### src/rtl/uart_pkg.sv
// Shared UART definitions: byte width, bit timing defaults and the
// transmit-arbiter FSM encoding.
package uart_pkg;

    localparam int UART_BYTE_W      = 8;
    localparam int CLKS_PER_BIT     = 217;
    localparam int DEFAULT_GAP_CLKS = 2 * CLKS_PER_BIT;

    typedef enum logic [2:0] {
        ST_SYNC,
        ST_IDLE,
        ST_ISSUE,
        ST_WAIT_DONE,
        ST_WAIT_CLR,
        ST_GAP
    } tx_state_t;

    // A zero-length gap still needs a one-bit counter to keep the port legal.
    function automatic int gap_cnt_w(input int clks);
        return (clks < 1) ? 1 : $clog2(clks + 1);
    endfunction

endpackage

### src/rtl/rr_arbiter.sv
// Combinational round-robin winner select: first set request strictly after
// the pointer, searching upward with wrap-around.
module rr_arbiter #(
    parameter int N = 4
) (
    input  logic [N-1:0]         req,
    input  logic [$clog2(N)-1:0] ptr,
    output logic [N-1:0]         gnt,
    output logic [$clog2(N)-1:0] gnt_idx,
    output logic                 gnt_vld
);

    localparam int IW = $clog2(N);

    always_comb begin
        gnt     = '0;
        gnt_idx = '0;
        gnt_vld = 1'b0;
        for (int i = 1; i <= N; i++) begin
            if (!gnt_vld && req[(int'(ptr) + i) % N]) begin
                gnt_vld                   = 1'b1;
                gnt[(int'(ptr) + i) % N]  = 1'b1;
                gnt_idx                   = IW'((int'(ptr) + i) % N);
            end
        end
    end

endmodule

### src/rtl/uart_tx_arbiter.sv
// Shares one 8N1 transmitter between NUM_REQ byte streams, granting whole
// messages round-robin with a programmable idle gap between them.
module uart_tx_arbiter
    import uart_pkg::*;
#(
    parameter int NUM_REQ  = 4,
    parameter int GAP_CLKS = DEFAULT_GAP_CLKS
) (
    input  logic                           i_Clock,
    input  logic                           i_Rst_n,
    input  logic [NUM_REQ-1:0]             i_Req_Valid,
    input  logic [UART_BYTE_W*NUM_REQ-1:0] i_Req_Byte,
    input  logic [NUM_REQ-1:0]             i_Req_Last,
    output logic [NUM_REQ-1:0]             o_Req_Ready,
    output logic [NUM_REQ-1:0]             o_Grant,
    output logic                           o_TX_DV,
    output logic [UART_BYTE_W-1:0]         o_TX_Byte,
    input  logic                           i_TX_Active,
    input  logic                           i_TX_Done,
    output logic                           o_Busy
);

    localparam int                IDX_W    = $clog2(NUM_REQ);
    localparam int                GAP_W    = gap_cnt_w(GAP_CLKS);
    localparam logic [IDX_W-1:0]  PTR_INIT = IDX_W'(NUM_REQ - 1);
    localparam logic [GAP_W-1:0]  GAP_LOAD = GAP_W'(GAP_CLKS);

    tx_state_t              state, state_nxt;
    logic [NUM_REQ-1:0]     grant, grant_nxt;
    logic [IDX_W-1:0]       ptr, ptr_nxt;
    logic                   last_flag, last_nxt;
    logic [GAP_W-1:0]       gap_cnt, gap_nxt;
    logic                   tx_dv, tx_dv_nxt;
    logic [UART_BYTE_W-1:0] tx_byte, byte_nxt;
    logic [NUM_REQ-1:0]     ready, ready_nxt;

    logic [NUM_REQ-1:0]     arb_gnt;
    logic [IDX_W-1:0]       arb_idx;
    logic                   arb_vld;

    logic                   owner_valid;
    logic                   owner_last;
    logic [UART_BYTE_W-1:0] owner_byte;
    logic                   tx_idle;

    rr_arbiter #(
        .N(NUM_REQ)
    ) u_rr_arbiter (
        .req     (i_Req_Valid),
        .ptr     (ptr),
        .gnt     (arb_gnt),
        .gnt_idx (arb_idx),
        .gnt_vld (arb_vld)
    );

    // The pointer always holds the current (or most recent) owner's index.
    assign owner_valid = i_Req_Valid[ptr];
    assign owner_last  = i_Req_Last[ptr];
    assign owner_byte  = i_Req_Byte[UART_BYTE_W*int'(ptr) +: UART_BYTE_W];
    assign tx_idle     = !i_TX_Active && !i_TX_Done;

    always_ff @(posedge i_Clock) begin
        if (!i_Rst_n) begin
            state     <= ST_SYNC;
            grant     <= '0;
            ptr       <= PTR_INIT;
            last_flag <= 1'b0;
            gap_cnt   <= '0;
            tx_dv     <= 1'b0;
            tx_byte   <= '0;
            ready     <= '0;
        end else begin
            state     <= state_nxt;
            grant     <= grant_nxt;
            ptr       <= ptr_nxt;
            last_flag <= last_nxt;
            gap_cnt   <= gap_nxt;
            tx_dv     <= tx_dv_nxt;
            tx_byte   <= byte_nxt;
            ready     <= ready_nxt;
        end
    end

    always_comb begin
        state_nxt = state;
        grant_nxt = grant;
        ptr_nxt   = ptr;
        last_nxt  = last_flag;
        gap_nxt   = gap_cnt;
        tx_dv_nxt = 1'b0;
        byte_nxt  = tx_byte;
        ready_nxt = '0;
        case (state)
            ST_SYNC: begin
                if (tx_idle) state_nxt = ST_IDLE;
            end
            ST_IDLE: begin
                if (arb_vld) begin
                    grant_nxt = arb_gnt;
                    ptr_nxt   = arb_idx;
                    state_nxt = ST_ISSUE;
                end
            end
            ST_ISSUE: begin
                // An owner that stalls mid-message keeps the line; no timeout.
                if (owner_valid && tx_idle) begin
                    tx_dv_nxt = 1'b1;
                    ready_nxt = grant;
                    byte_nxt  = owner_byte;
                    last_nxt  = owner_last;
                    state_nxt = ST_WAIT_DONE;
                end
            end
            ST_WAIT_DONE: begin
                if (i_TX_Done) state_nxt = ST_WAIT_CLR;
            end
            ST_WAIT_CLR: begin
                if (tx_idle) begin
                    if (!last_flag) begin
                        state_nxt = ST_ISSUE;
                    end else begin
                        grant_nxt = '0;
                        if (GAP_CLKS == 0) begin
                            state_nxt = ST_IDLE;
                        end else begin
                            gap_nxt   = GAP_LOAD;
                            state_nxt = ST_GAP;
                        end
                    end
                end
            end
            ST_GAP: begin
                gap_nxt = gap_cnt - 1'b1;
                if (gap_cnt <= GAP_W'(1)) state_nxt = ST_IDLE;
            end
            default: state_nxt = ST_SYNC;
        endcase
    end

    assign o_Req_Ready = ready;
    assign o_Grant     = grant;
    assign o_TX_DV     = tx_dv;
    assign o_TX_Byte   = tx_byte;
    assign o_Busy      = (state != ST_IDLE);

endmodule

### config.mk
export PLATFORM = sky130hd
export DESIGN_NAME = uart_tx_arbiter
export DESIGN_NICKNAME = d
export VERILOG_FILES = /design/src/rtl/uart_pkg.sv /design/src/rtl/rr_arbiter.sv /design/src/rtl/uart_tx_arbiter.sv
export SDC_FILE = /design/constraint.sdc
export NUM_CORES = 1
export LEC_CHECK = 0
export BUFFER_PORTS_ARGS = -buffer_cell sky130_fd_sc_hd__buf_2
export CAP_MARGIN = 0
export CORE_MARGIN = 4
export CORE_UTILIZATION = 52
export DETAILED_ROUTE_END_ITERATION = 16
export GPL_ROUTABILITY_DRIVEN = 0
export HOLD_SLACK_MARGIN = 0.03
export PLACE_DENSITY = 0.79
export SLEW_MARGIN = 20
export SYNTH_ARGS = -nofsm -noshare
export SYNTH_HDL_FRONTEND = slang
export SYNTH_HIERARCHICAL = 1
export SYNTH_SLANG_ARGS = --single-unit
### constraint.sdc
create_clock -name i_Clock -period 3.1 [get_ports i_Clock]
set_input_delay 0.155 -clock i_Clock [delete_from_list [all_inputs] [get_ports i_Clock]]
set_output_delay 0.155 -clock i_Clock [all_outputs]
set_load 0.005 [all_outputs]
; Yosys cells after proc, flatten, opt, wreduce, memory -nomap -nowiden
; Cells that the tools add are included.
[op_classes]
addsub = 5
n_lt_le_gt_ge = 10
eq_ne = 13
shifts = 1
muxes = 52
bitwise = 7
n_reduce_logical = 28
[op_table]
columns = op, n
row1 = 32-bit by 6-bit indexed part select with 8-bit output, 1
row2 = 4-bit two-way mux, 7
row3 = 3-bit two-way mux, 7
row4 = 1-bit two-way mux, 19
row5 = 9-bit two-way mux, 2
row6 = 3-bit case mux with 6 select lines, 1
row7 = 9-bit case mux with 2 select lines, 1
row8 = "3-bit by 4-bit less-than comparator with 1-bit output, second input constant", 4
row9 = "2-bit != test, second input constant", 7
row10 = 1-bit binary-select mux with 2-bit select, 6
row11 = "3-bit by 1-bit greater-or-equal comparator with 1-bit output, second input constant", 4
row12 = 4-bit bitwise OR, 3
row13 = "9-bit by 1-bit less-or-equal comparator with 1-bit output, second input constant", 1
row14 = 1-bit logical AND, 9
row15 = "9-bit by 1-bit subtractor with 9-bit output, second input constant", 1
row16 = 1-bit demux with 2-bit select, 4
row17 = 2-bit two-way mux, 4
row18 = 4-bit case mux with 2 select lines, 1
row19 = 2-bit OR reduction, 4
row20 = "3-bit by 2-bit equality test with 1-bit output, second input constant", 2
row21 = "3-bit equality test, second input constant", 2
row22 = 2-bit AND reduction, 3
row23 = 3-bit AND reduction, 2
row24 = 6-bit AND reduction, 1
row25 = other kinds (10), 20
[totals]
register_bits = 32
input_bits = 44
elab_cells = 124

; Logic depth before layout (Yosys ltp)
[depth]
ltp_word = 18
depth_mapped = 11
ltp_nobuf = 8

; Modules after synthesis
; The synthesis kept the hierarchy.
[by_module_without_submodules]
columns = mod, n_inst, cells_per_inst, area_each_um2, seq_area_each_um2
row1 = uart_tx_arbiter, 1, 178, 1709.1, 640.6
row2 = rr_arbiter, 1, 86, 629.4, 0.0

; Worst setup path after synthesis
; OpenSTA, ideal clock, no wires.
[synth_path]
kind = reg-to-reg
startpoint = reg ptr[0]
endpoint = reg grant[1] (netlist: o_Grant[1])
arrival_time_ns = 2.459
required_ns = 2.968
slack_ns = 0.509
stages_incl_launch_ff = 12
synth_period_minus_slack_ns = 2.591
cell_sequence = dfxtp_1 buf_6 buf_2 inv_1 ha_1 clkbuf_1 inv_1 a31oi_1 o31ai_1 or3_1 nand3_1 a21oi_1
[synth_between]
elab_chain_cells = 16
elab_cells_between_ends = 65
cone_classes = add/sub (4) / order compare (8) / eq/ne (1) / mux (30) / bitwise (7) / reduce/logical (15)
[synth_lines]
columns = item, line_no
row1 = "start, declared", uart_tx_arbiter.sv:30  ; logic [IDX_W-1:0] ptr, ptr_nxt;
row2 = "start signal, assigned", uart_tx_arbiter.sv:75  ; ptr <= ptr_nxt;
row3 = 2-bit by 1-bit adder with 2-bit output, "rr_arbiter.sv:20, rr_arbiter.sv:22"
row4 = 2-bit OR reduction (no source line) or 1-bit binary-select mux with 2-bit select (tied branches), n/a
row5 = 1-bit bitwise AND (no source line) or 1-bit two-way mux (tied branches), n/a
row6 = "3-bit by 4-bit less-than comparator with 1-bit output (not written as such), or another cell as far along", rr_arbiter.sv:22  ; gnt[(int'(ptr) + i) % N] = 1'b1;
row7 = 1-bit logical AND (not written as such) or 1-bit two-way mux (tied branches), "rr_arbiter.sv:22, rr_arbiter.sv:20"
row8 = 1-bit two-way mux (not written as such) or 1-bit zero test (tied branches), "rr_arbiter.sv:22, rr_arbiter.sv:20"
row9 = 1-bit demux with 2-bit select or 1-bit logical AND (tied branches), n/a
row10 = 4-bit two-way mux or 1-bit two-way mux (tied branches), rr_arbiter.sv:20  ; if (!gnt_vld && req[(int'(ptr) + i) % N]) begin
row11 = 4-bit bitwise OR (no source line) or 1-bit zero test (tied branches), n/a
row12 = 4-bit two-way mux or 1-bit logical AND (tied branches), rr_arbiter.sv:20
row13 = 4-bit bitwise OR (no source line) or 1-bit two-way mux (tied branches), n/a
row14 = 4-bit two-way mux or 1-bit zero test (tied branches), rr_arbiter.sv:20
row15 = 4-bit bitwise OR (no source line) or 1-bit logical AND (tied branches), n/a
row16 = 4-bit two-way mux (*), rr_arbiter.sv:20
row17 = net arb_gnt[1], uart_tx_arbiter.sv:37  ; logic [NUM_REQ-1:0] arb_gnt;
row18 = 4-bit two-way mux (*), uart_tx_arbiter.sv:98  ; if (arb_vld) begin
row19 = 4-bit case mux with 2 select lines (*), uart_tx_arbiter.sv:93  ; case (state)
row20 = "end signal, assigned", uart_tx_arbiter.sv:74  ; grant <= grant_nxt;
row21 = "end, declared", uart_tx_arbiter.sv:29  ; logic [NUM_REQ-1:0] grant, grant_nxt;
; The timed path passes the listed nets; every way through them passes the cells marked *. The select of a mux whose other input is x is not followed.
; A chain may end at the register's enable or synchronous reset.

; Final worst setup path
; Same ends and word-level chain as after synthesis.

==> results.md <==
Pwr:
- Cell internal power was estimated by the tool at 0.00110 W.
- IR analysis of the VDD net gives a maximum drop of approximately 440 uV.
- The analysis attributes to net switching a power of 0.000800 W.
- Of the total power, the share spent switching nets is 0.421.
- The power density over the cells is 702 mW/mm^2.
- For this design the static power due to leakage is 1.14 nW.
- The sequential power share is 0.297.
- Of the total power, combinational logic draws 0.548.
- The fraction of power consumed by the clock network is 0.155.

Drt:
- The routed layout has 2,231 vias.
- The remaining number of nets flagged by the antenna check after routing is 0.
- The total wirelength of the detailed-routed design is roughly 5.5 mm.
- The detail-routed net length per standard cell is ~15 um.
- The DRC violation count after routing is 0.
- The detailed router finished its first iteration with 128 violations.
- The mean number of vias per cell is about 6.1.
- Before antenna repair, the detailed router went through 4 iterations.

Global routing:
- The pin count of the biggest net entering global routing is 31.
- The first global-routing pass estimated 9.03 mm of wire.
- After global routing the overflow that remains totals 0.
- The initial antenna violation count is 0.
- The global-route usage over all layers is 0.202.
- The number of global-route vias before repair came to 2,028.

Status:
- The flow ran to the end, and the final reports show no timing, DRC or antenna violations.

STA:
- The shortest period the worst path allows is approximately 2.3 ns.
- Static timing analysis puts the maximum clock frequency at 433 MHz.
- The number of hold violations in the final report is 0.
- The number of slew-limit violations in the final report is 0.
- In the final timing run, aggregate negative setup slack is 0 ns.
- Headroom to the max-slew limit came out at 0.626.
- Setup repair after global routing left no endpoint under its margin.
- In the finished design, the share of the clock period the worst path needs comes to 0.746.
- The largest clock skew in the final design is just under 0.008 ns.
- The final worst-path setup slack is 0.788 ns.
- At the pin with the least slew margin, the transition time is around 0.56 ns.
- The final number of setup-violating endpoints is 0.

Worst setup path:
- For the worst setup path, the data required time is 3.24 ns.
- The number of cells on the worst reg-to-reg path is 8.
- The critical path starts at ptr[0].
- The endpoint identified for the worst register-to-register timing path is o_Grant[1].
- The slowest library cell on the worst path is ha_1.
- The delay of the slowest cell on the worst path is ~0.50 ns.
- Counting buffers and inverters, the worst setup path is 8 cells deep.
- By startpoint and endpoint, the worst setup path is classified as flip-flop to flip-flop.
- The critical path goes through inv_1 > ha_1 > inv_1 > a31oi_1 > o31ai_1 > or3_1 > nand3_1 > a21oi_1.
- The most prevalent standard cell on the critical path is inv_1.
- The gate family responsible for the most delay along the worst path is compound AO/OA/AOI/OAI gates.
- The worst setup path is captured at a flip-flop.
- The worst setup path is launched from a flip-flop.
- The count of buffer and inverter cells on the critical path is 2.
- The most critical setup path has its endpoint at o_Grant[1].
- The data arrival time of the critical path is ~2.5 ns.
- The start of the worst register-to-register path is ptr[0].
- The maximum fanout count along the critical path is 11.
- The setup check on the worst reg-to-reg path leaves a slack of 0.79 ns.

CTS:
- The cell sitting at the root of the clock tree is a clkbuf_8.
- The number of buffers inserted by hold repair at cts is 0.
- Once the clock tree was built, the setup fixing pass inserted 0 buffers.
- CTS built an H-tree with a depth of 2.
- The maximum number of buffers from clock root to sink is 2.
- Counting every sink on the clock net gives 32.
- The insertion delay to the later sink of the worst-skew pair is 0.28 ns.
- The clock slew seen by the registers of the worst setup and hold paths is 0.06 ns.
- The number of resized instances in the post-cts repair step is 0.
- TritonCTS built the clock tree.
- Clock tree synthesis inserted a total of 5 buffers.

Cells and area:
- Relative to the synthesized area, the layout overhead comes to 15.7%.
- The filler-free cell count of the finished design is roughly 370.
- The count of nets after finishing is 370.
- The final cell utilization of the core is 0.622.
- The fraction of final layout cells with drive strength greater than 1 is 0.294.
- The number of diodes is 0.

Yosys:
- The count of synthesis-stage warnings from yosys is 6.
- For this run, the register share of the synthesized area comes to 0.274.
- A synthesized cell averages 8.86 um^2.
- Synthesis produced a netlist whose cell count is between 200 and 300.
- The cell area after synthesis is 0.00234 mm^2.
- By area the synthesized netlist is led by dfxtp_1 27%, mux4_2 11%, ha_1 5.4%.
- The most common flop cell mapped by yosys is dfxtp_1.
- The post-synthesis cell type with the largest combined area is dfxtp_1.
- In the synthesized netlist the async set-or-reset flop fraction comes to 0.
- The top-area cell type share of the netlist area is 0.274.
- The post-synthesis register bit count is 32.
- The post-synthesis net count is ~320.
- Among all cell types in the netlist, the one instantiated most often is dfxtp_1.
- The commonest cells after synthesis are 32 x dfxtp_1, 21 x a21oi_1, 19 x nand2_1.
- In this run, distinct cell masters in the synthesized netlist total 58.
- The synthesized design contains 0 enable-type register cells.

Placed design:
- In this run the tool buffered the top-level ports with 61 buffer cells.
- Before CTS, the worst setup slack after placement is 0.858 ns.
- The placed instance count is ~360.
- The wire-length estimate of the detail-placed layout is between 4 and 5 mm.

Floorplanning:
- In this run the core area contains 24 standard-cell rows.
- The floorplan step defined a die boundary enclosing 0.00563 mm^2.
- For this configuration, the core starts out at a cell density of 0.537.
- In this run the standard cell core region covers approximately 0.0044 mm^2.
- The width of the die is about 75 um.
- The die is 75.1 um tall.
- Pin placement for this block handled slightly above 60 I/O pins.

Hold path:
- The tightest min-delay check is of the primary input to flip-flop type.

Flow run:
- Across the run, the number of max-cap violations was 0.
[kinds of logic (layout without fill, tap and decap cells)]
group / after synthesis / after routing / share of synthesized area
flip-flops: 32 / 32 / 0.274
XOR/XNOR: 5 / 5 / 0.0187
buffers and inverters: 33 / 85 / 0.0663
AO/OA/AOI/OAI: 78 / 78 / 0.236
AND/OR/NAND/NOR: 85 / 85 / 0.202
adder cells (fa/ha/maj): 10 / 10 / 0.0535
multiplexers: 21 / 21 / 0.149
[sequential cells by signal, summed over array words and instances (netlist names)]
register     flops
gap_cnt          9
last_flag        1
o_Grant          4
o_Req_Ready      4
o_TX_Byte        8
o_TX_DV          1
ptr              2
state            3
[layer usage]
metal  track usage  part of all wire  up-vias
li1              -                 -     1107
met1         0.280              0.46     1041
met2         0.325              0.47       79
met3        0.0454             0.063        4
met4        0.0375            0.0072        0
met5             0                 0        -
[placed cells by master, fill, tap and decap left out, types with 2 or more instances in the layout]
| master | n |
|---|---|
| nand2_1 | 19 |
| o211a_1 | 2 |
| o31ai_1 | 4 |
| nand2b_1 | 3 |
| and2_1 | 4 |
| a2111o_1 | 4 |
| nand4_1 | 6 |
| inv_1 | 13 |
| a21oi_1 | 21 |
| nand3_1 | 15 |
| o2111ai_1 | 3 |
| buf_4 | 3 |
| a211oi_1 | 4 |
| mux2i_1 | 9 |
| o211ai_1 | 2 |
| dfxtp_1 | 32 |
| clkbuf_8 | 5 |
| buf_2 | 61 |
| o21ai_0 | 16 |
| nor2_1 | 13 |
| or3_1 | 8 |
| ha_1 | 10 |
| nor3b_1 | 2 |
| nor4bb_1 | 2 |
| a31oi_1 | 7 |
| xor2_1 | 4 |
| mux4_2 | 11 |
[per-stage QoR]
step,area (um^2),hold WS (ns),total power [W]
after floorplan,2340,0.411,0.00141
after global placement,2630,0.424,0.00158
after detailed placement,2630,0.425,0.00161
after CTS,2710,0.137,0.00191
after global routing,2710,0.146,0.00206
final,2710,0.142,0.00190
[worst reg2reg max path: stages (launching register included)]
cell     delay (ns)
dfxtp_1        0.37
inv_1          0.11
ha_1           0.50
inv_1          0.20
a31oi_1        0.37
o31ai_1        0.10
or3_1          0.38
nand3_1        0.08
a21oi_1        0.06
[layout make-up]
type,count,area (um^2)
tap,52,65.1
sequential,32,641
timing repair buffer,64,328
multi-input combinational,199,1540
clock buffer,6,72.6
inverter,14,52.6
clock inverter,1,5.00
fill,372,1650
[power by group through the flow]
stage	clock network (W)	logic [W]	registers [W]
floorplan	0	0.000868	0.000544
CTS	0.000305	0.00104	0.000562
detailed placement	0	0.00103	0.000571
finish	0.000294	0.00104	0.000564
global route	0.000323	0.00116	0.000577
global placement	0	0.00101	0.000568
[how the worst min path moves through the flow]
stage               slack [ns]     from      to  cells after the start
global route              0.15  i_Rst_n  ptr[1]                      2
floorplan                 0.41  i_Rst_n  ptr[0]                      2
CTS                       0.14  i_Rst_n  ptr[1]                      2
finish                    0.14  i_Rst_n  ptr[1]                      2
detailed placement        0.43  i_Rst_n  ptr[1]                      2
global placement          0.42  i_Rst_n  ptr[1]                      2
Note: power is estimated with default switching activity, not from simulation.
